==> config.mk <==
export PLATFORM = sky130hd
export DESIGN_NAME = mem_burst_reader
export DESIGN_NICKNAME = d
export VERILOG_FILES = /design/src/rtl/mem_burst_reader.sv
export SDC_FILE = /design/constraint.sdc
export NUM_CORES = 1
export LEC_CHECK = 0
export ABC_AREA = 1
export CAP_MARGIN = 20
export CORE_UTILIZATION = 50
export DETAILED_ROUTE_END_ITERATION = 8
export HOLD_SLACK_MARGIN = 0.06
export PLACE_DENSITY = 0.79
export SLEW_MARGIN = 5
export SYNTH_ARGS = -nofsm -noshare
export SYNTH_HDL_FRONTEND = slang
export SYNTH_SLANG_ARGS = --single-unit
export TNS_END_PERCENT = 10
==> constraint.sdc <==
create_clock -name clk_i -period 2.4 [get_ports clk_i]
set_clock_uncertainty 0.1 [all_clocks]
set_input_delay 0.48 -clock clk_i [delete_from_list [all_inputs] [get_ports clk_i]]
set_output_delay 0.48 -clock clk_i [all_outputs]
set_load 0.01 [all_outputs]
==> src/rtl/mem_burst_reader.sv <==
// Burst read initiator: fetches len_i consecutive words over req/ready and streams them out through a small FIFO.
// Optional MEM_READER_STRIDE_EN adds a stride_i port for a programmable address step.
module mem_burst_reader #(
  parameter int DWidth    = 32,
  parameter int LenWidth  = 16,
  parameter int FifoDepth = 4
) (
  input  logic                clk_i,
  input  logic                rst_ni,
  input  logic                start_i,
  input  logic [DWidth-1:0]   base_addr_i,
`ifdef MEM_READER_STRIDE_EN
  input  logic [DWidth-1:0]   stride_i,
`endif
  input  logic [LenWidth-1:0] len_i,
  input  logic                abort_i,
  output logic                busy_o,
  output logic                done_o,
  output logic                mem_req_o,
  output logic                mem_write_o,
  output logic [DWidth-1:0]   mem_addr_o,
  output logic [DWidth-1:0]   mem_wdata_o,
  input  logic                mem_ready_i,
  input  logic [DWidth-1:0]   mem_rdata_i,
  output logic                data_valid_o,
  output logic [DWidth-1:0]   data_o,
  input  logic                data_ready_i
);

  // state | meaning
  // IDLE  | waiting for start_i
  // ISSUE | waiting for FIFO space before the next request
  // REQ   | request held until mem_ready_i
  // DONE  | one-cycle done_o pulse
  typedef enum logic [1:0] {IDLE, ISSUE, REQ, DONE} state_e;

  localparam int PtrW = (FifoDepth > 1) ? $clog2(FifoDepth) : 1;
  localparam int CntW = $clog2(FifoDepth) + 1;
  localparam logic [CntW-1:0] FullCnt = CntW'(FifoDepth);

  state_e state_q, state_d;
  logic [DWidth-1:0]   addr_q;
  logic [DWidth-1:0]   step;
  logic [LenWidth-1:0] remaining_q;
  logic                abort_q;
  logic                abort_eff;
  logic                push, pop, flush;
  logic [DWidth-1:0]   mem_q [FifoDepth];
  logic [PtrW-1:0]     wr_ptr_q, rd_ptr_q;
  logic [CntW-1:0]     count_q;
  logic                unused_bits;

`ifdef MEM_READER_STRIDE_EN
  logic [DWidth-1:0] stride_q;
  assign step        = stride_q;
  assign unused_bits = ^{base_addr_i[1:0], stride_i[1:0]};
`else
  assign step        = DWidth'(4);
  assign unused_bits = ^base_addr_i[1:0];
`endif

  // A pending abort is honoured even after abort_i has dropped again.
  assign abort_eff = abort_q | abort_i;
  assign push  = (state_q == REQ) && mem_ready_i && !abort_eff;
  assign pop   = (count_q != '0) && data_ready_i;
  assign flush = ((state_q == ISSUE) && abort_eff) ||
                 ((state_q == REQ) && mem_ready_i && abort_eff);

  always_ff @(posedge clk_i or negedge rst_ni) begin
    if (!rst_ni) state_q <= IDLE;
    else         state_q <= state_d;
  end

  always_comb begin
    state_d = state_q;
    case (state_q)
      IDLE:  if (start_i) state_d = (len_i != '0) ? ISSUE : DONE;
      ISSUE: begin
        if (abort_eff)              state_d = DONE;
        else if (count_q < FullCnt) state_d = REQ;
      end
      REQ: begin
        if (mem_ready_i) begin
          if (abort_eff || remaining_q == LenWidth'(1)) state_d = DONE;
          else                                          state_d = ISSUE;
        end
      end
      DONE:    state_d = IDLE;
      default: state_d = IDLE;
    endcase
  end

  always_ff @(posedge clk_i or negedge rst_ni) begin
    if (!rst_ni) begin
      addr_q      <= '0;
      remaining_q <= '0;
      abort_q     <= 1'b0;
`ifdef MEM_READER_STRIDE_EN
      stride_q    <= '0;
`endif
    end else begin
      if (state_q == IDLE && start_i && len_i != '0) begin
        addr_q      <= {base_addr_i[DWidth-1:2], 2'b00};
        remaining_q <= len_i;
`ifdef MEM_READER_STRIDE_EN
        stride_q    <= {stride_i[DWidth-1:2], 2'b00};
`endif
      end else if (push) begin
        addr_q      <= addr_q + step;
        remaining_q <= remaining_q - LenWidth'(1);
      end
      if (state_q == ISSUE || state_q == REQ) begin
        if (abort_i) abort_q <= 1'b1;
      end else begin
        abort_q <= 1'b0;
      end
    end
  end

  always_ff @(posedge clk_i or negedge rst_ni) begin
    if (!rst_ni) begin
      for (int i = 0; i < FifoDepth; i++) mem_q[i] <= '0;
      wr_ptr_q <= '0;
      rd_ptr_q <= '0;
      count_q  <= '0;
    end else if (flush) begin
      wr_ptr_q <= '0;
      rd_ptr_q <= '0;
      count_q  <= '0;
    end else begin
      if (push) begin
        mem_q[wr_ptr_q] <= mem_rdata_i;
        wr_ptr_q        <= wr_ptr_q + PtrW'(1);
      end
      if (pop) rd_ptr_q <= rd_ptr_q + PtrW'(1);
      case ({push, pop})
        2'b10:   count_q <= count_q + CntW'(1);
        2'b01:   count_q <= count_q - CntW'(1);
        default: count_q <= count_q;
      endcase
    end
  end

  assign busy_o       = (state_q != IDLE);
  assign done_o       = (state_q == DONE);
  assign mem_req_o    = (state_q == REQ);
  assign mem_write_o  = 1'b0;
  assign mem_wdata_o  = '0;
  assign mem_addr_o   = addr_q;
  assign data_valid_o = (count_q != '0);
  assign data_o       = mem_q[rd_ptr_q];

endmodule

==> qor.yml, run 1 <==
worstHoldPathCells: 2
synth_seq_cells: 184
fin_util_pct: 63.4
netlist-cell-type-count: 37
rsz0062_at_grt: "yes"
crit_type: "reg -> out"
cp_num_buf_inv: 2
finalWirelength_um: 24800
dp_hpwl_um: 16500
route.detailed.drc: 0
path_max_fanout: 62
critical_path.cell_chain: "buf_12 -> o21ai_0 -> o22ai_1 -> dlygate4sd2_1"
grt_pass1_wl_um: 41700
rr_startpoint: "state_q[0]"
diodes: 0
power_leakage_nw: 6.01
final_common_cell: "nand2_1"
ios: 187
path_depth: 4
power.density_mw_per_mm2: 1090
grt_pass1_vias: 8598
area_growth_syn_to_layout_pct: 22.3
clock-sinks: 184
ys_seq_area_share_pct: 45.1
hp-class: "reg -> reg"
maxSlewViolCount: 0
dp_cells: 1675
cpMaxStageDelayCell: "dfrtp_2"
hold_violations: 0
numCtsBuffers: 17
critPathRequiredTime_ns: 1.82
gp_congestion: 0.890
start_util_pct: 51.8
holdCritStartpoint: "mem_q[38]"
grt_max_degree: 65
fp.dieArea_mm2: 0.0210
drt_iter0_drc: 599
max_clock_freq_mhz: 415
io_buffers: 149
syn_area_mm2: 0.0102
htree_levels: 4
drive_above_1_share_pct: 12.6
final-setup-viol-count: 1
power_mw: 13.7
max_stage_delay_ns: 0.40
syn_area_per_cell_um2: 7.90
clock_path_buffers: 2
drtPass1Iterations: 5
critical_path.startpoint_type: "register"
max_cap_viol_count: 0
r2r_slack_ns: 0.24
cts_setup_buffers: 0
clk_latency_ns: 0.43
vias_per_cell: 5.22
max-slew-margin-rel_pct: 49.4
vias: 8922
holdPathEnd: "mem_q[38]"
syn_inst: 1293
nFillCells: 1711
die_y_um: 145
clk_pin_slew_ns: 0.06
grt_antenna_before_repair: 1
yosysWarnings: 0
path_delay_family: "buffers and inverters"
fp.dieW_um: 145
r2r-end: "count_q[2]"
whs_ns: 0.377
final_cells: 1708
violations: "setup timing"
avgRoutedWirePerCell_um: 14.5
cts_tree: "yes"
tightest_slew_ns: 0.757
period_minus_slack_ns: 2.41
cts-root-buf: "clkbuf_16"
final_cell_mix: "nand2_1, dfrtp_1, nor2_1"
dp_slack_ns: -0.00237
gr-total-overflow: 0
core_area_mm2: 0.0197
rows: 51
period_share_pct: 100
ir_drop_uv: 550
nNetsFinal: 1529
cp.arrival_ns: 1.83
outcome: "complete, but fails checks"
ant_nets: 0
rr_worst_depth: 12
gr-usage-all-layers_pct: 24.4
layout_setup_ws_ns: -0.0105
end_kind: "output pin"
-- per-layer routing --
metal  routed length (µm)  global-route usage (%)  vias to the layer above  part of all wire (%)
met5                    0                       0                        -                     0
met4                  462                    8.72                        0                   1.9
met3                 1620                    4.03                       36                   6.5
met2                11900                    40.7                      327                    48
met1                10800                    31.9                     4165                    43
li1                     -                       -                     4394                     -
-- worst register-to-register path: stages (launching register included) --
cell,delay (ns)
dfrtp_2,0.44
inv_2,0.11
ha_2,0.22
nand2_1,0.07
inv_2,0.08
nand2_4,0.05
inv_2,0.05
nor2_2,0.05
fa_1,0.38
xnor2_1,0.15
or2_0,0.22
nand3_1,0.08
nand2_1,0.05
-- how the worst max path moves through the flow --
| stage | slack (ns) | from | to |
|---|---|---|---|
| after global routing | -0.03 | rd_ptr_q[0] | data_o[30] |
| after detailed placement | -0.002 | len_i[2] | mem_addr_o[31] |
| final | -0.01 | rd_ptr_q[0] | data_o[25] |
| after CTS | -0.23 | rd_ptr_q[1] | data_o[8] |
| after floorplan | 0.20 | state_q[0] | count_q[2] |
| after global placement | 0.02 | len_i[2] | mem_addr_o[31] |
-- layout make-up --
class / instances / area (µm²) / area share (%)
multi-input cells: 958 / 4750 / 38.0
inverters: 89 / 334 / 2.67
repair buffers: 180 / 1860 / 14.9
flip-flops and latches: 184 / 4610 / 36.9
well taps: 265 / 332 / 2.65
clock inverters: 12 / 161 / 1.29
clock buffers: 20 / 457 / 3.65
-- cells by family (layout without fill, tap and decap cells) --
family                     Yosys count  in the layout  synth area share [%]
AOI/OAI and AO/OA                  245            245                  15.9
other                                1             35                0.0367
and+or+nand+nor                    646            646                  26.0
buffers and inverters              185            301                  9.75
DFF                                184            184                  45.1
adders and majority gates           13             13                  1.67
xor gates and xnor gates            19             19                  1.63
-- per-stage QoR --
stage	instance area [µm²]	TNS [ns]
after floorplan	10300	0
after global placement	11900	0
after detailed placement	11900	-0.00237
after CTS	12500	-0.240
after global routing	12500	-0.0778
final	12500	-0.0105
-- flip-flops by register name, indices dropped and copies added (netlist names) --
| name | flops |
|---|---|
| rd_ptr_q | 2 |
| abort_q | 1 |
| count_q | 3 |
| mem_q | 128 |
| remaining_q | 16 |
| wr_ptr_q | 2 |
| mem_addr_o | 30 |
| state_q | 2 |
-- power by group --
part	total, mW	switching [mW]	leakage (nW)	internal, mW
Combinational	5.78	3.21	3.27	2.57
Clock	2.93	1.22	0.306	1.71
Sequential	4.97	0.921	2.44	4.05
-- repair_timing --
item                                    in CTS  in global routing
endpoints found under the setup margin      33                 15
hold endpoints to repair                    56                  0
pin swaps                                    1                  0
gates resized for setup                     38                 13
hold buffers                                 1                  0
-- synthesized netlist by cell type (all sizes together) --
cell | instances | area [µm²]
a21boi | 1 | 11.3
a21oi | 3 | 18.8
a22o | 1 | 8.76
a31oi | 1 | 6.26
buf | 70 | 564
clkbuf | 26 | 97.6
clkinv | 2 | 7.51
conb | 1 | 3.75
dfrtp | 184 | 4600
fa | 1 | 20.0
ha | 12 | 150
inv | 87 | 327
nand2 | 383 | 1480
nand3 | 99 | 500
nand3b | 8 | 60.1
nand4 | 4 | 25.0
nor2 | 149 | 577
nor3 | 1 | 5.00
o211ai | 1 | 7.51
o21ai | 204 | 1360
o22ai | 34 | 213
or2 | 2 | 12.5
xnor2 | 6 | 52.6
xor2 | 13 | 114
Note: power is estimated with default switching activity, not from simulation.
==> run 2: changes to the inputs <==
--- a/config.mk
+++ b/config.mk
@@ -15,4 +15,4 @@
 export SYNTH_ARGS = -nofsm -noshare
 export SYNTH_HDL_FRONTEND = slang
 export SYNTH_SLANG_ARGS = --single-unit
-export TNS_END_PERCENT = 10
+export TNS_END_PERCENT = 20
==> run 2 against run 1 <==
The flow now finishes without violations. Worst hold slack better by 0.0010 ns. First-iteration DRC count is 2.7% lower. Fmax is 2.3% higher. Worst setup slack better by 0.055 ns. Sequential share of layout area is 0.16 points lower. Via count is 0.62% higher. Clock power hardly changed. Power is 0.82% higher. Critical path depth is 1 higher. Non-clock buffer count is 4 higher. Global-route usage stayed put. Wire length is 2.0% higher. Largest cell class unchanged.
==> qor.yml, run 2 (same netlist as run 1, synthesis figures left out) <==
die_y_um: 145  # unchanged
p_clk_share_pct: 21.2  # was 21.4%
crit_type: "reg -> out"  # unchanged
clock_path_buffers: 2  # unchanged
tightest_slew_ns: 0.763  # was 0.757 ns
fp.dieW_um: 145  # unchanged
pwr-share-seq_pct: 36.0  # was 36.3%
area_growth_syn_to_layout_pct: 22.8  # was 22.3%
power_leakage_nw: 6.03  # was 6.01 nW
critPathRequiredTime_ns: 1.82  # about the same
clk_pin_slew_ns: 0.06  # about the same
grt_max_degree: 65  # unchanged
placed_area_mm2: 0.0119  # unchanged
clock-sinks: 184  # unchanged
period_share_pct: 98.2  # was 100%
vias_per_cell: 5.24  # was 5.22
final_common_cell: "nand2_1"  # unchanged
drtPass1Iterations: 5  # unchanged
dp_cells: 1675  # unchanged
grt_pass1_vias: 8598  # unchanged
holdCritStartpoint: "mem_q[35]"  # was mem_q[38]
vias: 8977  # was 8922
rsz0062_at_grt: "yes"  # unchanged
rows: 51  # unchanged
avgRoutedWirePerCell_um: 14.8  # was 14.5 µm
wl_met3_um: 1730  # was 1620 µm
outcome: "complete, no violations"  # was complete, but fails checks
final-setup-viol-count: 0  # was 1
final_cell_mix: "nand2_1, dfrtp_1, nor2_1"  # unchanged
p_sw_share_pct: 39.2  # was 39.1%
rr_worst_depth: 12  # unchanged
dp_slack_ns: -0.00237  # unchanged
gr-usage-all-layers_pct: 24.4  # unchanged
path_max_fanout: 31  # was 62
holdPathEnd: "mem_q[35]"  # was mem_q[38]
max-slew-margin-rel_pct: 49.1  # was 49.4%
start_util_pct: 51.8  # unchanged
top_register: "mem_q"  # unchanged
grt_antenna_before_repair: 1  # unchanged
ir_drop_uv: 551  # was 550 µV
ios: 187  # unchanged
net-switching-power_mw: 5.40  # was 5.35 mW
hold_violations: 0  # unchanged
finalWirelength_um: 25300  # was 24800 µm
numCtsBuffers: 17  # unchanged
r2r-end: "count_q[2]"  # unchanged
dp_hpwl_um: 16500  # unchanged
core_area_mm2: 0.0197  # unchanged
drt_iter0_drc: 583  # was 599
critical_path.startpoint_type: "register"  # unchanged
final_cells: 1712  # was 1708
ant_nets: 0  # unchanged
diodes: 0  # unchanged
power.density_mw_per_mm2: 1100  # was 1090 mW/mm²
io_buffers: 149  # unchanged
hp-class: "reg -> reg"  # unchanged
fin_area_mm2: 0.0126  # was 0.0125 mm²
grt_pass1_wl_um: 41700  # unchanged
cp.arrival_ns: 1.78  # was 1.83 ns
period_minus_slack_ns: 2.36  # was 2.41 ns
met1_length_um: 10900  # was 10800 µm
rr_startpoint: "state_q[0]"  # unchanged
end_kind: "output pin"  # unchanged
maxSlewViolCount: 0  # unchanged
cts_tree: "yes"  # unchanged
power_frac_comb_pct: 42.7  # was 42.2%
internal_power_mw: 8.40  # was 8.33 mW
gp_congestion: 0.890  # unchanged
route.detailed.drc: 0  # unchanged
layout_setup_ws_ns: 0.0443  # was -0.0105 ns
max_cap_viol_count: 0  # unchanged
cts-root-buf: "clkbuf_16"  # unchanged
fp.dieArea_mm2: 0.0210  # unchanged
worstHoldPathCells: 2  # unchanged
top_layer: "met4"  # unchanged
largest_reg_flops: 128  # unchanged
htree_levels: 4  # unchanged
clk_latency_ns: 0.43  # about the same
max_clock_freq_mhz: 425  # was 415 MHz
drive_above_1_share_pct: 12.5  # was 12.6%
wl_met2_um: 12200  # was 11900 µm
gr-total-overflow: 0  # unchanged
r2r_slack_ns: 0.25  # was 0.24 ns
nNetsFinal: 1533  # was 1529
run 2: power groups by stage:
| stage | registers (mW) | logic, mW | clock network [mW] |
|---|---|---|---|
| after CTS | 4.95 | 5.81 | 2.99 |
| after floorplan | 4.84 | 3.54 | 0 |
| final | 4.97 | 5.90 | 2.93 |
| after detailed placement | 4.98 | 6.05 | 0 |
| after global placement | 4.96 | 5.91 | 0 |
| after global routing | 5.09 | 6.54 | 3.12 |
run 2: worst max path at each step:
stage                start              to  slack (ns)  depth (start not counted)
2_1_floorplan   state_q[0]      count_q[2]        0.20                         12
6_report       rd_ptr_q[0]      data_o[25]        0.04                          5
3_3_place_gp      len_i[2]  mem_addr_o[31]        0.02                         11
4_1_cts        rd_ptr_q[0]      data_o[25]       -0.01                          5
3_5_place_dp      len_i[2]  mem_addr_o[31]      -0.002                         11
5_1_grt        rd_ptr_q[1]      data_o[12]       -0.03                          5
run 2: through the flow:
stage / hold WS, ns / power, mW / utilization (%) / setup TNS (ns)
6_report: 0.378 / 13.8 / 63.7 / 0
5_1_grt: 0.399 / 14.7 / 63.7 / -0.0815
4_1_cts: 0.379 / 13.7 / 63.4 / -0.0108
3_5_place_dp: 0.362 / 11.0 / 60.4 / -0.00237
3_3_place_gp: 0.359 / 10.9 / 60.4 / 0
2_1_floorplan: 0.0844 / 8.38 / - / 0
run 2: layout make-up:
| cell class | instances | area [µm²] |
|---|---|---|
| clock buffer | 20 | 457 |
| clock inverter | 12 | 161 |
| fill | 1704 | 7160 |
| inverter | 89 | 334 |
| multi-input combinational | 958 | 4750 |
| sequential | 184 | 4610 |
| tap | 265 | 332 |
| timing repair buffer | 184 | 1910 |
run 2: repair_timing:
action	CTS	global route
buffers inserted	0	3
gates resized for setup	39	4
pin swaps	1	0
endpoints found under the setup margin	33	15
cloned	0	1
hold endpoints to repair	56	0
hold buffers	1	0
run 2: metal layers:
metal,GRT usage [%],vias to the layer above
met5,0,-
met4,8.72,0
met3,4.03,32
met2,40.7,332
met1,31.9,4201
li1,-,4412
run 2: worst max-delay path: stages, from the launching register on:
cell and delay [ns]:
dfrtp_2 0.41, buf_4 0.15, buf_12 0.16, o21ai_0 0.19, o22ai_1 0.13, dlygate4sd2_1 0.30
==> RTL change, RTL diff (flow settings as in run 2) <==
Encoding of `state_e`: now Gray code (2 bits for 4 states).
--- a/src/rtl/mem_burst_reader.sv
+++ b/src/rtl/mem_burst_reader.sv
@@ -34,3 +34,3 @@
   // DONE  | one-cycle done_o pulse
-  typedef enum logic [1:0] {IDLE, ISSUE, REQ, DONE} state_e;
+  typedef enum logic [1:0] {IDLE = 2'b00, ISSUE = 2'b01, REQ = 2'b11, DONE = 2'b10} state_e;
 
Function: no difference found for any inputs over 4 cycles, from zero or initial values and one cycle with rst_ni low; so few cycles prove little.
==> RTL change against run 2 <==
The run now ends with negative setup slack left. Cell count down 1.8%. Maximum frequency down 2.8%. Design area down 3.2%. Via count down 0.69%. Synthesized area down 4.6%. Sequential cell count unchanged. Setup slack worse by 0.067 ns. Power up 1.6%. Utilization up 0.65 points. Register-to-register slack better by 0.11 ns. Routed wire length down 3.0%. Critical endpoint is now data_o[26]. Largest cell class is now registers. Largest power group unchanged.
==> RTL change: results (changes against run 2) <==
| Metric | Value |
|---|---|
| Crit-path max FO | 33 (was 31) |
| Total Wirelength | 24,500 um (was 25,300 um) |
| Drt pass-1 iters | 7 (was 5) |
| Yosys cell types | 34 (was 37) |
| Worst r2r src | count_q[2]$_DFFE_PN0P_ (was state_q[0]$_DFFE_PN0P_) |
| Nets | 1,502 (was 1,533) |
| DR iter-0 viols | 624 (was 583) |
| DR vias/cell | 5.30 (was 5.24) |
| Per-cell routed wire length | 14.6 um (was 14.8 um) |
| Synth cell count leaders | nand2_1 (352), dfrtp_1 (184), nor2_1 (153) (was nand2_1 (376), dfrtp_1 (184), nor2_1 (144)) |
| R2r worst-path depth | 11 (was 12) |
| Violations in the final reports | negative setup slack |
| Initial antenna violation count | 0 (was 1) |
| Slew at the pin with the worst max-slew slack | 0.524 ns (was 0.763 ns) |
| Comb_multi_in | 944 (was 958) |
| Final GP Congestion | 0.929 (was 0.890) |
| CTS-repair resized insts | 27 (was 39) |
| Final Setup Violations | 1 (was 0) |
| Clock buf/inv share | 0.0501 (was 0.0492) |
| DP HPWL | 16,700 um (was 16,500 um) |
| Area of the multi-input gates | 4380 um^2 (was 4750 um^2) |
| Worst VDD drop | 1.00 mV (was 0.551 mV) |
| Dpl cells | 1,648 (was 1,675) |
| Complex-gate fraction of the synthesized area | 0.137 (was 0.159) |
| Signal buffers | 180 (was 184) |
| Status | complete, but fails checks (was completed) |
| Synth area leaders | dfrtp_1 (47%), nand2_1 (14%), o21ai_0 (6.3%), nor2_1 (5.9%), nand3_1 (4.9%) (was dfrtp_1 (45%), nand2_1 (14%), o21ai_2 (7.7%), nor2_1 (5.3%), o21ai_0 (5.2%)) |
| Layout cells sized above 1 | 0.0640 (was 0.125) |
| Post-place setup slack | -0.0467 ns (was -0.00237 ns) |
| Largest net degree at the start of global routing | 67 (was 65) |
| Buffering overhead | 0.158 (was 0.152) |
| Final WS setup | -0.0226 ns (was 0.0443 ns) |
| R2r setup slk | 0.36 ns (was 0.25 ns) |
| Invs w/o clock | 81 (was 89) |
| CP Capture Point | data_o[26] (was data_o[25]) |
| Sequential fraction of the synthesis area | 0.472 (was 0.451) |
| Arr. time, crit path | 1.84 ns (was 1.78 ns) |
| Global-route wire length before repair | 40,600 um (was 41,700 um) |
| Adder-Cell Fraction of Synth Area | 0.0110 (was 0.0167) |
| Clock Buffer Count | 19 (was 20) |
| Leak | 0.00585 uW (was 0.00603 uW) |
| Vias in the first global route | 8,320 (was 8,598) |
| Slowest cell on crit path | dfrtp_2 (unchanged) |
RTL change: cell types whose count changed after synthesis, sizes merged, moves of 5 or more:
cell / before / now
nor2: 149 / 160
o211ai: 1 / 10
clkbuf: 26 / 20
xnor2: 6 / 12
nand2: 383 / 361
ha: 12 / 7
inv: 87 / 80
buf: 70 / 78
RTL change: through the flow:
stage,hold WS (ns),power (uW),instance area [um^2],setup TNS (ns)
2_1_floorplan,0.0844,8590,9880,0
3_3_place_gp,0.313,11100,11500,0
3_5_place_dp,0.309,11300,11500,-0.0467
4_1_cts,0.385,14100,12100,-1.53
5_1_grt,0.396,15100,12200,-0.191
6_report,0.384,14000,12200,-0.0226
RTL change: power breakdown:
group | switching [uW] | total, uW | leakage [uW] | internal [uW]
registers | 980 | 5150 | 0.00243 | 4170
logic | 3230 | 5960 | 0.00311 | 2730
clock network | 1290 | 2900 | 0.000302 | 1620
RTL change: worst min-delay path by stage:
stage	from	endpoint	slack, ns	depth (start not counted)
after floorplan	rst_ni	abort_q$_DFFE_PN0P_	0.08	0
final	mem_q[75]$_DFFE_PN0P_	mem_q[75]$_DFFE_PN0P_	0.38	2
after CTS	mem_q[75]$_DFFE_PN0P_	mem_q[75]$_DFFE_PN0P_	0.39	2
after global routing	mem_q[48]$_DFFE_PN0P_	mem_q[48]$_DFFE_PN0P_	0.40	2
after detailed placement	rst_ni	mem_q[40]$_DFFE_PN0P_	0.31	1
after global placement	rst_ni	mem_q[8]$_DFFE_PN0P_	0.31	1
RTL change: layer usage:
layer	part of all wire	global-route usage	wire (um)
met5	0	0	0
met4	0.024	0.0917	582
met2	0.48	0.410	11800
met3	0.056	0.0398	1370
met1	0.44	0.347	10700
RTL change: tightest hold or removal path, cell delays in order, from the launching register on:
cell and delay (ns):
dfrtp_1 0.34, nand2_1 0.05, o21ai_0 0.06
